--- src/rtl/buffer_vc_fifo_cw_if.sv ---
// Link bundle for the clockwise-ring input buffer: upstream flit link,
// polarity, the two downstream ports (next cw router, local PE) and status.
interface buffer_vc_fifo_cw_if #(
    parameter int DATA_W = 64,
    parameter int DEPTH  = 4
);
    localparam int CNT_W = $clog2(DEPTH + 1);

    logic              polarity;
    logic              cwsi;
    logic [DATA_W-1:0] cwdi;
    logic              cwri;
    logic              cwro_cw;
    logic              write_en_cw;
    logic              cwro_pe;
    logic              write_en_pe;
    logic              cwso_cw;
    logic              cwso_pe;
    logic [DATA_W-1:0] cwdo_even;
    logic [DATA_W-1:0] cwdo_odd;
    logic [CNT_W-1:0]  count_even;
    logic [CNT_W-1:0]  count_odd;
    logic              proto_err;

    // Buffer side of the link.
    modport slave (
        input  polarity, cwsi, cwdi, cwro_cw, write_en_cw, cwro_pe, write_en_pe,
        output cwri, cwso_cw, cwso_pe, cwdo_even, cwdo_odd,
               count_even, count_odd, proto_err
    );

    // Environment side: upstream router, downstream arbiters and observers.
    modport master (
        output polarity, cwsi, cwdi, cwro_cw, write_en_cw, cwro_pe, write_en_pe,
        input  cwri, cwso_cw, cwso_pe, cwdo_even, cwdo_odd,
               count_even, count_odd, proto_err
    );
endinterface

--- src/rtl/buffer_vc_fifo_cw.sv ---
// Clockwise-ring input buffer with two virtual channels (index 0 = even,
// index 1 = odd), each a DEPTH-entry circular FIFO. Polarity picks the VC
// written from upstream and the VC drained this cycle; they always differ,
// so no FIFO is ever read and written in the same cycle.
//
// Handshakes: a flit transfers upstream on a clock edge where cwsi && cwri.
// Downstream, cwso_cw / cwso_pe is the request (valid) and already includes
// the port's ready (cwro_*); the head is removed on an edge where a request
// is high together with its matching grant write_en_*. cwsi while cwri is
// low drops the flit and sets the sticky proto_err.
module buffer_vc_fifo_cw #(
    parameter int DATA_W  = 64,
    parameter int DEPTH   = 4,
    parameter int DIR_BIT = 48
) (
    input  logic                   clk,
    input  logic                   reset,
    buffer_vc_fifo_cw_if.slave     bus
);
    localparam int PTR_W = $clog2(DEPTH);
    localparam int CNT_W = $clog2(DEPTH + 1);

    logic [DATA_W-1:0] mem_q    [2][DEPTH];
    logic [DATA_W-1:0] mem_d    [2][DEPTH];
    logic [PTR_W-1:0]  wr_ptr_q [2];
    logic [PTR_W-1:0]  wr_ptr_d [2];
    logic [PTR_W-1:0]  rd_ptr_q [2];
    logic [PTR_W-1:0]  rd_ptr_d [2];
    logic [CNT_W-1:0]  count_q  [2];
    logic [CNT_W-1:0]  count_d  [2];
    logic              proto_err_q;
    logic              proto_err_d;

    logic              wv;
    logic              rv;
    logic              wv_full;
    logic              rv_has;
    logic [DATA_W-1:0] head;
    logic              so_cw;
    logic              so_pe;
    logic              push;
    logic              pop;

    // Decode write/read VC from polarity and form requests from the read-VC head.
    always_comb begin
        wv      = ~bus.polarity;
        rv      = bus.polarity;
        wv_full = (count_q[wv] == CNT_W'(DEPTH));
        rv_has  = (count_q[rv] != '0);
        head    = mem_q[rv][rd_ptr_q[rv]];
        so_cw   = rv_has && bus.cwro_cw && head[DIR_BIT];
        so_pe   = rv_has && bus.cwro_pe && !head[DIR_BIT];
        push    = bus.cwsi && !wv_full;
        pop     = (so_cw && bus.write_en_cw) || (so_pe && bus.write_en_pe);
    end

    assign bus.cwri       = !wv_full;
    assign bus.cwso_cw    = so_cw;
    assign bus.cwso_pe    = so_pe;
    assign bus.cwdo_even  = (count_q[0] != '0) ? mem_q[0][rd_ptr_q[0]] : '0;
    assign bus.cwdo_odd   = (count_q[1] != '0) ? mem_q[1][rd_ptr_q[1]] : '0;
    assign bus.count_even = count_q[0];
    assign bus.count_odd  = count_q[1];
    assign bus.proto_err  = proto_err_q;

    // Next state: push into the write VC tail, pop the read VC head, flag overflow.
    always_comb begin
        mem_d       = mem_q;
        wr_ptr_d    = wr_ptr_q;
        rd_ptr_d    = rd_ptr_q;
        count_d     = count_q;
        proto_err_d = proto_err_q | (bus.cwsi && wv_full);
        if (push) begin
            mem_d[wv][wr_ptr_q[wv]] = bus.cwdi;
            wr_ptr_d[wv]            = wr_ptr_q[wv] + 1'b1;
            count_d[wv]             = count_q[wv] + 1'b1;
        end
        if (pop) begin
            rd_ptr_d[rv] = rd_ptr_q[rv] + 1'b1;
            count_d[rv]  = count_q[rv] - 1'b1;
        end
    end

    // State registers; reset discards every queued flit immediately.
    always_ff @(posedge clk or posedge reset) begin
        if (reset) begin
            mem_q       <= '{default: '0};
            wr_ptr_q    <= '{default: '0};
            rd_ptr_q    <= '{default: '0};
            count_q     <= '{default: '0};
            proto_err_q <= 1'b0;
        end else begin
            mem_q       <= mem_d;
            wr_ptr_q    <= wr_ptr_d;
            rd_ptr_q    <= rd_ptr_d;
            count_q     <= count_d;
            proto_err_q <= proto_err_d;
        end
    end
endmodule

--- src/flat_wrapper.sv ---
// flat-port wrapper written by rule: the top's interface ports become plain ports
module buffer_vc_fifo_cw_flat 
#(
    parameter int DATA_W  = 64,
    parameter int DEPTH   = 4,
    parameter int DIR_BIT = 48
)
  (clk, reset, bus_polarity, bus_cwsi, bus_cwdi, bus_cwro_cw, bus_write_en_cw, bus_cwro_pe, bus_write_en_pe, bus_cwri, bus_cwso_cw, bus_cwso_pe, bus_cwdo_even, bus_cwdo_odd, bus_count_even, bus_count_odd, bus_proto_err);
  buffer_vc_fifo_cw_if #(.DATA_W(DATA_W), .DEPTH(DEPTH)) bus_i ();
  input  logic clk;
  input  logic reset;
  input wire logic [$bits(bus_i.polarity)-1:0] bus_polarity;
  input wire logic [$bits(bus_i.cwsi)-1:0] bus_cwsi;
  input wire logic [$bits(bus_i.cwdi)-1:0] bus_cwdi;
  input wire logic [$bits(bus_i.cwro_cw)-1:0] bus_cwro_cw;
  input wire logic [$bits(bus_i.write_en_cw)-1:0] bus_write_en_cw;
  input wire logic [$bits(bus_i.cwro_pe)-1:0] bus_cwro_pe;
  input wire logic [$bits(bus_i.write_en_pe)-1:0] bus_write_en_pe;
  output wire logic [$bits(bus_i.cwri)-1:0] bus_cwri;
  output wire logic [$bits(bus_i.cwso_cw)-1:0] bus_cwso_cw;
  output wire logic [$bits(bus_i.cwso_pe)-1:0] bus_cwso_pe;
  output wire logic [$bits(bus_i.cwdo_even)-1:0] bus_cwdo_even;
  output wire logic [$bits(bus_i.cwdo_odd)-1:0] bus_cwdo_odd;
  output wire logic [$bits(bus_i.count_even)-1:0] bus_count_even;
  output wire logic [$bits(bus_i.count_odd)-1:0] bus_count_odd;
  output wire logic [$bits(bus_i.proto_err)-1:0] bus_proto_err;
  assign bus_i.polarity = bus_polarity;
  assign bus_i.cwsi = bus_cwsi;
  assign bus_i.cwdi = bus_cwdi;
  assign bus_i.cwro_cw = bus_cwro_cw;
  assign bus_i.write_en_cw = bus_write_en_cw;
  assign bus_i.cwro_pe = bus_cwro_pe;
  assign bus_i.write_en_pe = bus_write_en_pe;
  assign bus_cwri = bus_i.cwri;
  assign bus_cwso_cw = bus_i.cwso_cw;
  assign bus_cwso_pe = bus_i.cwso_pe;
  assign bus_cwdo_even = bus_i.cwdo_even;
  assign bus_cwdo_odd = bus_i.cwdo_odd;
  assign bus_count_even = bus_i.count_even;
  assign bus_count_odd = bus_i.count_odd;
  assign bus_proto_err = bus_i.proto_err;
  buffer_vc_fifo_cw #(.DATA_W(DATA_W), .DEPTH(DEPTH), .DIR_BIT(DIR_BIT)) u_core (.clk(clk), .reset(reset), .bus(bus_i));
endmodule
--- config.mk ---
export PLATFORM = sky130hd
export DESIGN_NAME = buffer_vc_fifo_cw_flat
export DESIGN_NICKNAME = d
export VERILOG_FILES = /design/src/rtl/buffer_vc_fifo_cw_if.sv /design/src/rtl/buffer_vc_fifo_cw.sv /design/src/flat_wrapper.sv
export SDC_FILE = /design/constraint.sdc
export NUM_CORES = 1
export LEC_CHECK = 0
export ABC_CLOCK_PERIOD_IN_PS = 21200
export CAP_MARGIN = 40
export CORE_MARGIN = 2
export CORE_UTILIZATION = 54
export CTS_BUF_LIST = sky130_fd_sc_hd__clkbuf_8
export CTS_CLUSTER_SIZE = 8
export DETAILED_ROUTE_END_ITERATION = 10
export PLACE_DENSITY = 0.77
export SLEW_MARGIN = 20
export SYNTH_ARGS = -nofsm -noshare
export SYNTH_HDL_FRONTEND = slang
export SYNTH_SLANG_ARGS = --single-unit
--- constraint.sdc ---
create_clock -name clk -period 21.2 [get_ports clk]
set_input_delay 6.36 -clock clk [delete_from_list [all_inputs] [get_ports clk]]
set_output_delay 6.36 -clock clk [all_outputs]
set_load 0.005 [all_outputs]
Word level (Yosys, flattened, before mapping)
Cells that the tools add are included.
- register bits: 527
- input port bits: 72
- bitwise logic cells: 8
- magnitude comparators: 9
- add/subtract/negate cells: 4
- equal/unequal tests: 1
- multiplexer cells: 45
- reductions and logical operators: 17
- operator list (kind ; count):
    two-way mux 256 bit ; 4
    bitwise mux 512 bit ; 1
    two-way mux 64 bit ; 7
    binary-select mux 64 bit (select 2 bit) ; 3
    demux 256 bit (select 1 bit) ; 1
    demux 64 bit (select 2 bit) ; 1
    two-way mux 49 bit ; 2
    two-way mux 3 bit ; 8
    two-way mux 2 bit ; 8
    bitwise mux 6 bit ; 2
    greater-or-equal comparator 3 bit, second input constant ; 4
    two-way mux 6 bit ; 2
    inverter 2 -> 3 bit ; 4
    logical AND 1 bit ; 11
    nonzero test 3 bit ; 3
    bitwise mux 4 bit ; 2
    demux 3 bit (select 1 bit) ; 2
    adder 2 x 1 -> 2 bit, second input constant ; 2
    demux 2 bit (select 1 bit) ; 2
    greater-or-equal comparator 2 bit, second input constant ; 2
    less-than comparator 2 x 1 -> 1 bit, second input constant ; 2
    inverter 1 -> 2 bit ; 2
    adder 3 x 1 -> 3 bit, second input constant ; 1
    == test 3 bit, second input constant ; 1
    other kinds (6) ; 7

Longest topological paths before layout
- depth after elaboration: 13
- gate-level depth with buffers: 10
- gate-level depth less buffers: 7

Worst setup path after synthesis
No wires, ideal clock.
- path type: input-to-output
- start point: input bus_polarity
- end point: output bus_cwso_cw
- data arrival time: 7643 ps
- buffers on the path: 2
- setup slack: 7197 ps
- required time: 14840 ps
- stages: 6
- cells stage by stage: buf_6 -> clkbuf_1 -> mux2i_1 -> ha_1 -> ha_1 -> nor3b_1
- longest elaborated chain between the ends: 9
- RTL lines (what ; line ; RTL):
    start: declaration ; flat_wrapper.sv:12 ; input wire logic [$bits(bus_i.polarity)-1:0] bus_polarity;
    inverter 1 -> 2 bit (not written as such) * ; buffer_vc_fifo_cw.sv:49, buffer_vc_fifo_cw.sv:50 ;
    two-way mux 2 bit (not written as such) (3 in a row) ; buffer_vc_fifo_cw.sv:50 ; head = mem_q[rv][rd_ptr_q[rv]];
    inverter 2 -> 3 bit (not written as such) ; buffer_vc_fifo_cw.sv:50 ;
    binary-select mux 64 bit (select 2 bit) ; buffer_vc_fifo_cw.sv:50 ;
    two-way mux 49 bit (not written as such) (2 in a row) ; buffer_vc_fifo_cw.sv:50 ;
    logical AND 1 bit * ; buffer_vc_fifo_cw.sv:51 ; so_cw = rv_has && bus.cwro_cw && head[DIR_BIT];
    end: declaration ; flat_wrapper.sv:20 ; output wire logic [$bits(bus_i.cwso_cw)-1:0] bus_cwso_cw;
Mark *: on every way between the ends. The rest lies on a longest branch, timed or not. The select of a mux whose other input is x is not followed.

Final worst setup path
- start point: input bus_polarity
- end point: output bus_cwso_pe
- longest elaborated chain between the ends: 10
- RTL lines (what ; line ; RTL):
    inverter 1 -> 2 bit (not written as such) * ; buffer_vc_fifo_cw.sv:49, buffer_vc_fifo_cw.sv:50 ;
    two-way mux 2 bit (not written as such) (3 in a row) ; buffer_vc_fifo_cw.sv:50 ;
    inverter 2 -> 3 bit (not written as such) ; buffer_vc_fifo_cw.sv:50 ;
    binary-select mux 64 bit (select 2 bit) ; buffer_vc_fifo_cw.sv:50 ;
    two-way mux 49 bit (not written as such) (2 in a row) ; buffer_vc_fifo_cw.sv:50 ;
    zero test 1 bit ; buffer_vc_fifo_cw.sv:52 ; so_pe = rv_has && bus.cwro_pe && !head[DIR_BIT];
    logical AND 1 bit * ; buffer_vc_fifo_cw.sv:52 ;
    end: declaration ; flat_wrapper.sv:21 ; output wire logic [$bits(bus_i.cwso_pe)-1:0] bus_cwso_pe;
Marked as above.

==> flow_summary.json <==
{
  "async_flop_share": 1.00,
  "port_buffers": 209,
  "power_mw": 4.84,
  "critPathRequiredTime_ns": 14.84,
  "antenna_found_initial": 2,
  "hold_slack_ns": 0.477,
  "postCtsHoldBufs": 0,
  "grt_pass1_wl_mm": 85.9,
  "drive_above_1_share": 0.457,
  "overflow": 0,
  "tightest_slew_ns": 0.821,
  "avgViaCountPerCell": 5.72,
  "drtAntennaViolNets": 0,
  "yosysTopAreaCell": "dfrtp_1",
  "syn2layout_area_growth_pct": 18.2,
  "drt_iter0_drc": 882,
  "fill_cells": 3299,
  "power.density_nw_per_um2": 170,
  "h-tree-depth": 3,
  "clock_skew_ns": 0.0172,
  "floorplan.initialDensity": 0.546,
  "ys_warn_count": 0,
  "post_cts_buffers": 0,
  "die_h_um": 215,
  "synth_top_flop_cell": "dfrtp_1",
  "routabilityCongestion": 0.761,
  "maxClockFrequency_mhz": 66.8,
  "setup_viol": 0,
  "cp_slowest_cell": "clkdlybuf4s50_1",
  "met1_length_mm": 23.4,
  "grtUsageTotal": 0.239,
  "synthMostInstantiatedCell": "dfrtp_1",
  "fin_nets": 1806,
  "critPathBufInv": 3,
  "hold_viol_final": 0,
  "rows": 77,
  "min_delay_path_depth": 1,
  "period_needed_ns": 14.96,
  "die_x_um": 215,
  "synth_cell_type_count": 42,
  "synth.cell_area_sq_um": 24100,
  "post-place-ws_ns": 5.76,
  "worst_skew_pair.late_latency_ns": 0.64,
  "slew_headroom": 0.452,
  "period_share": 0.706,
  "numCtsBuffers": 87,
  "routed_wl_mm": 53.6,
  "worst_setup_path_start_kind": "input port",
  "cts_tree": "yes",
  "first_pass_iters": 5,
  "fin_setup_tns_ns": 0,
  "ys_seq_elements": 527,
  "ys_seq_area_frac": 0.548,
  "crit_path_max_incr_delay_ns": 0.50,
  "clock-sinks": 527,
  "coreArea_sq_um": 44100,
  "dieArea_sq_um": 46300,
  "antenna_cells": 0,
  "cts.clk_slew.worst_paths_ns": 0.06,
  "finalWorstSetupSlack_ns": 6.24,
  "wl_met3_mm": 2.40,
  "yosysTopAreaCellShare": 0.548,
  "met2WireLength_mm": 26.7,
  "synth-edff-count": 0,
  "synthTopCellsByArea": "dfrtp_1, mux2_2, mux4_2",
  "synth_common_cells": "dfrtp_1, mux2_2, nor2b_1",
  "path_class": "input port to output pin",
  "rsz0062_at_grt": "false",
  "grt_pass1_vias": 14900,
  "endpoint_kind": "output pin",
  "p_leak_nw": 12.1,
  "status": "finished, final reports clean",
  "maxSlewViolCount": 0,
  "highest_layer": "met5",
  "cp_max_fo": 18,
  "root_buffer": "clkbuf_8",
  "crit_top_cell": "clkdlybuf4s50_1",
  "hpwl_mm": 32.7,
  "clk_path_buf_depth": 3,
  "vdd_drop_max_mv": 0.115,
  "grt_max_degree": 99,
  "worst_ep_arrival_time_ns": 8.60,
  "syn_area_per_cell_sq_um": 16.1,
  "hold_path.class": "flop to flop",
  "cts-resized-gates": 0,
  "wl_per_cell_um": 22.5,
  "cp.depth": 7,
  "pin_count": 210,
  "post-route-util": 0.645,
  "maxCapViolCount": 0,
  "vias": 13700,
  "drc": 0,
  "crit_chain": "clkdlybuf4s50_1 -> buf_8 -> nor2b_1 -> a31o_2 -> a21oi_1 -> and3b_1 -> clkdlybuf4s50_1",
  "syn_inst": 1497,
  "path_delay_family": "buffers and inverters",
  "reg2reg_depth": 6,
  "syn_nets": 1577
}
[routing by layer]
layer	vias to the layer above	track usage
met1	7299	0.327
li1	5965	-
met2	293	0.397
met5	-	0
met3	90	0.0453
met4	4	0.0639
[layout by cell type (no fill, tap or decap), drive strengths merged, types with 3 or more instances in the layout]
cell           count
inv               40
clkinv             6
nor2               5
a211oi             3
dfrtp            527
a21oi              4
clkbuf           116
and2               4
nor3               5
mux2i             15
mux2             516
nor2b            127
nand3b             3
nand2             11
xnor2              4
nand3              5
buf               31
xor2               4
ha                 8
mux4             126
nand4              4
clkdlybuf4s50    209
[state kept, by name (all words and copies together) (netlist names)]
register               cells
u_core.wr_ptr_q            4
u_core.bus.count_even      3
u_core.bus.proto_err       1
u_core.rd_ptr_q            4
u_core.bus.count_odd       3
u_core.mem_q             512
[through the flow]
step           std cells  area, sq um
6_report            2385        28400
4_1_cts             2381        28400
5_1_grt             2385        28400
3_5_place_dp        2225        26600
3_3_place_gp        2219        26400
2_1_floorplan       1497        24100
[kinds of logic after synthesis]
group | count (synthesis) | synth area share
xor gates and xnor gates | 8 | 0.00291
buffers and inverters | 107 | 0.0295
AOI/OAI and AO/OA | 18 | 0.00660
and+or+nand+nor | 172 | 0.0436
DFF | 527 | 0.548
adders and majority gates | 8 | 0.00416
muxes | 657 | 0.365
[cell type report]
cell class | count | area [sq um] | area share
clock inverter | 40 | 166 | 0.00585
sequential | 527 | 13200 | 0.464
multi-input combinational | 863 | 10200 | 0.359
tap | 592 | 741 | 0.0260
timing repair buffer | 240 | 2490 | 0.0875
clock buffer | 116 | 1600 | 0.0561
inverter | 7 | 33.8 | 0.00119
[report_power, final]
part	internal (mW)	switching, mW
registers	1.52	0.312
logic	1.38	0.743
clock network	0.486	0.396
[path summary, 6_finish.rpt]
| path | endpoint | slack, ns | start |
|---|---|---|---|
| hold / removal | u_core.wr_ptr_q[0] | 0.48 | u_core.wr_ptr_q[0] |
| setup / recovery | bus_cwso_pe | 6.24 | bus_polarity |
| setup reg to reg | u_core.mem_q[115] | 17.68 | u_core.bus.count_even[1] |
| min in group asynchronous | u_core.mem_q[121] | 6.08 | reset |
| max in group asynchronous | u_core.mem_q[474] | 13.11 | reset |
| hold reg to reg | u_core.wr_ptr_q[0] | 0.48 | u_core.wr_ptr_q[0] |
(Power assumes the default switching activity.)
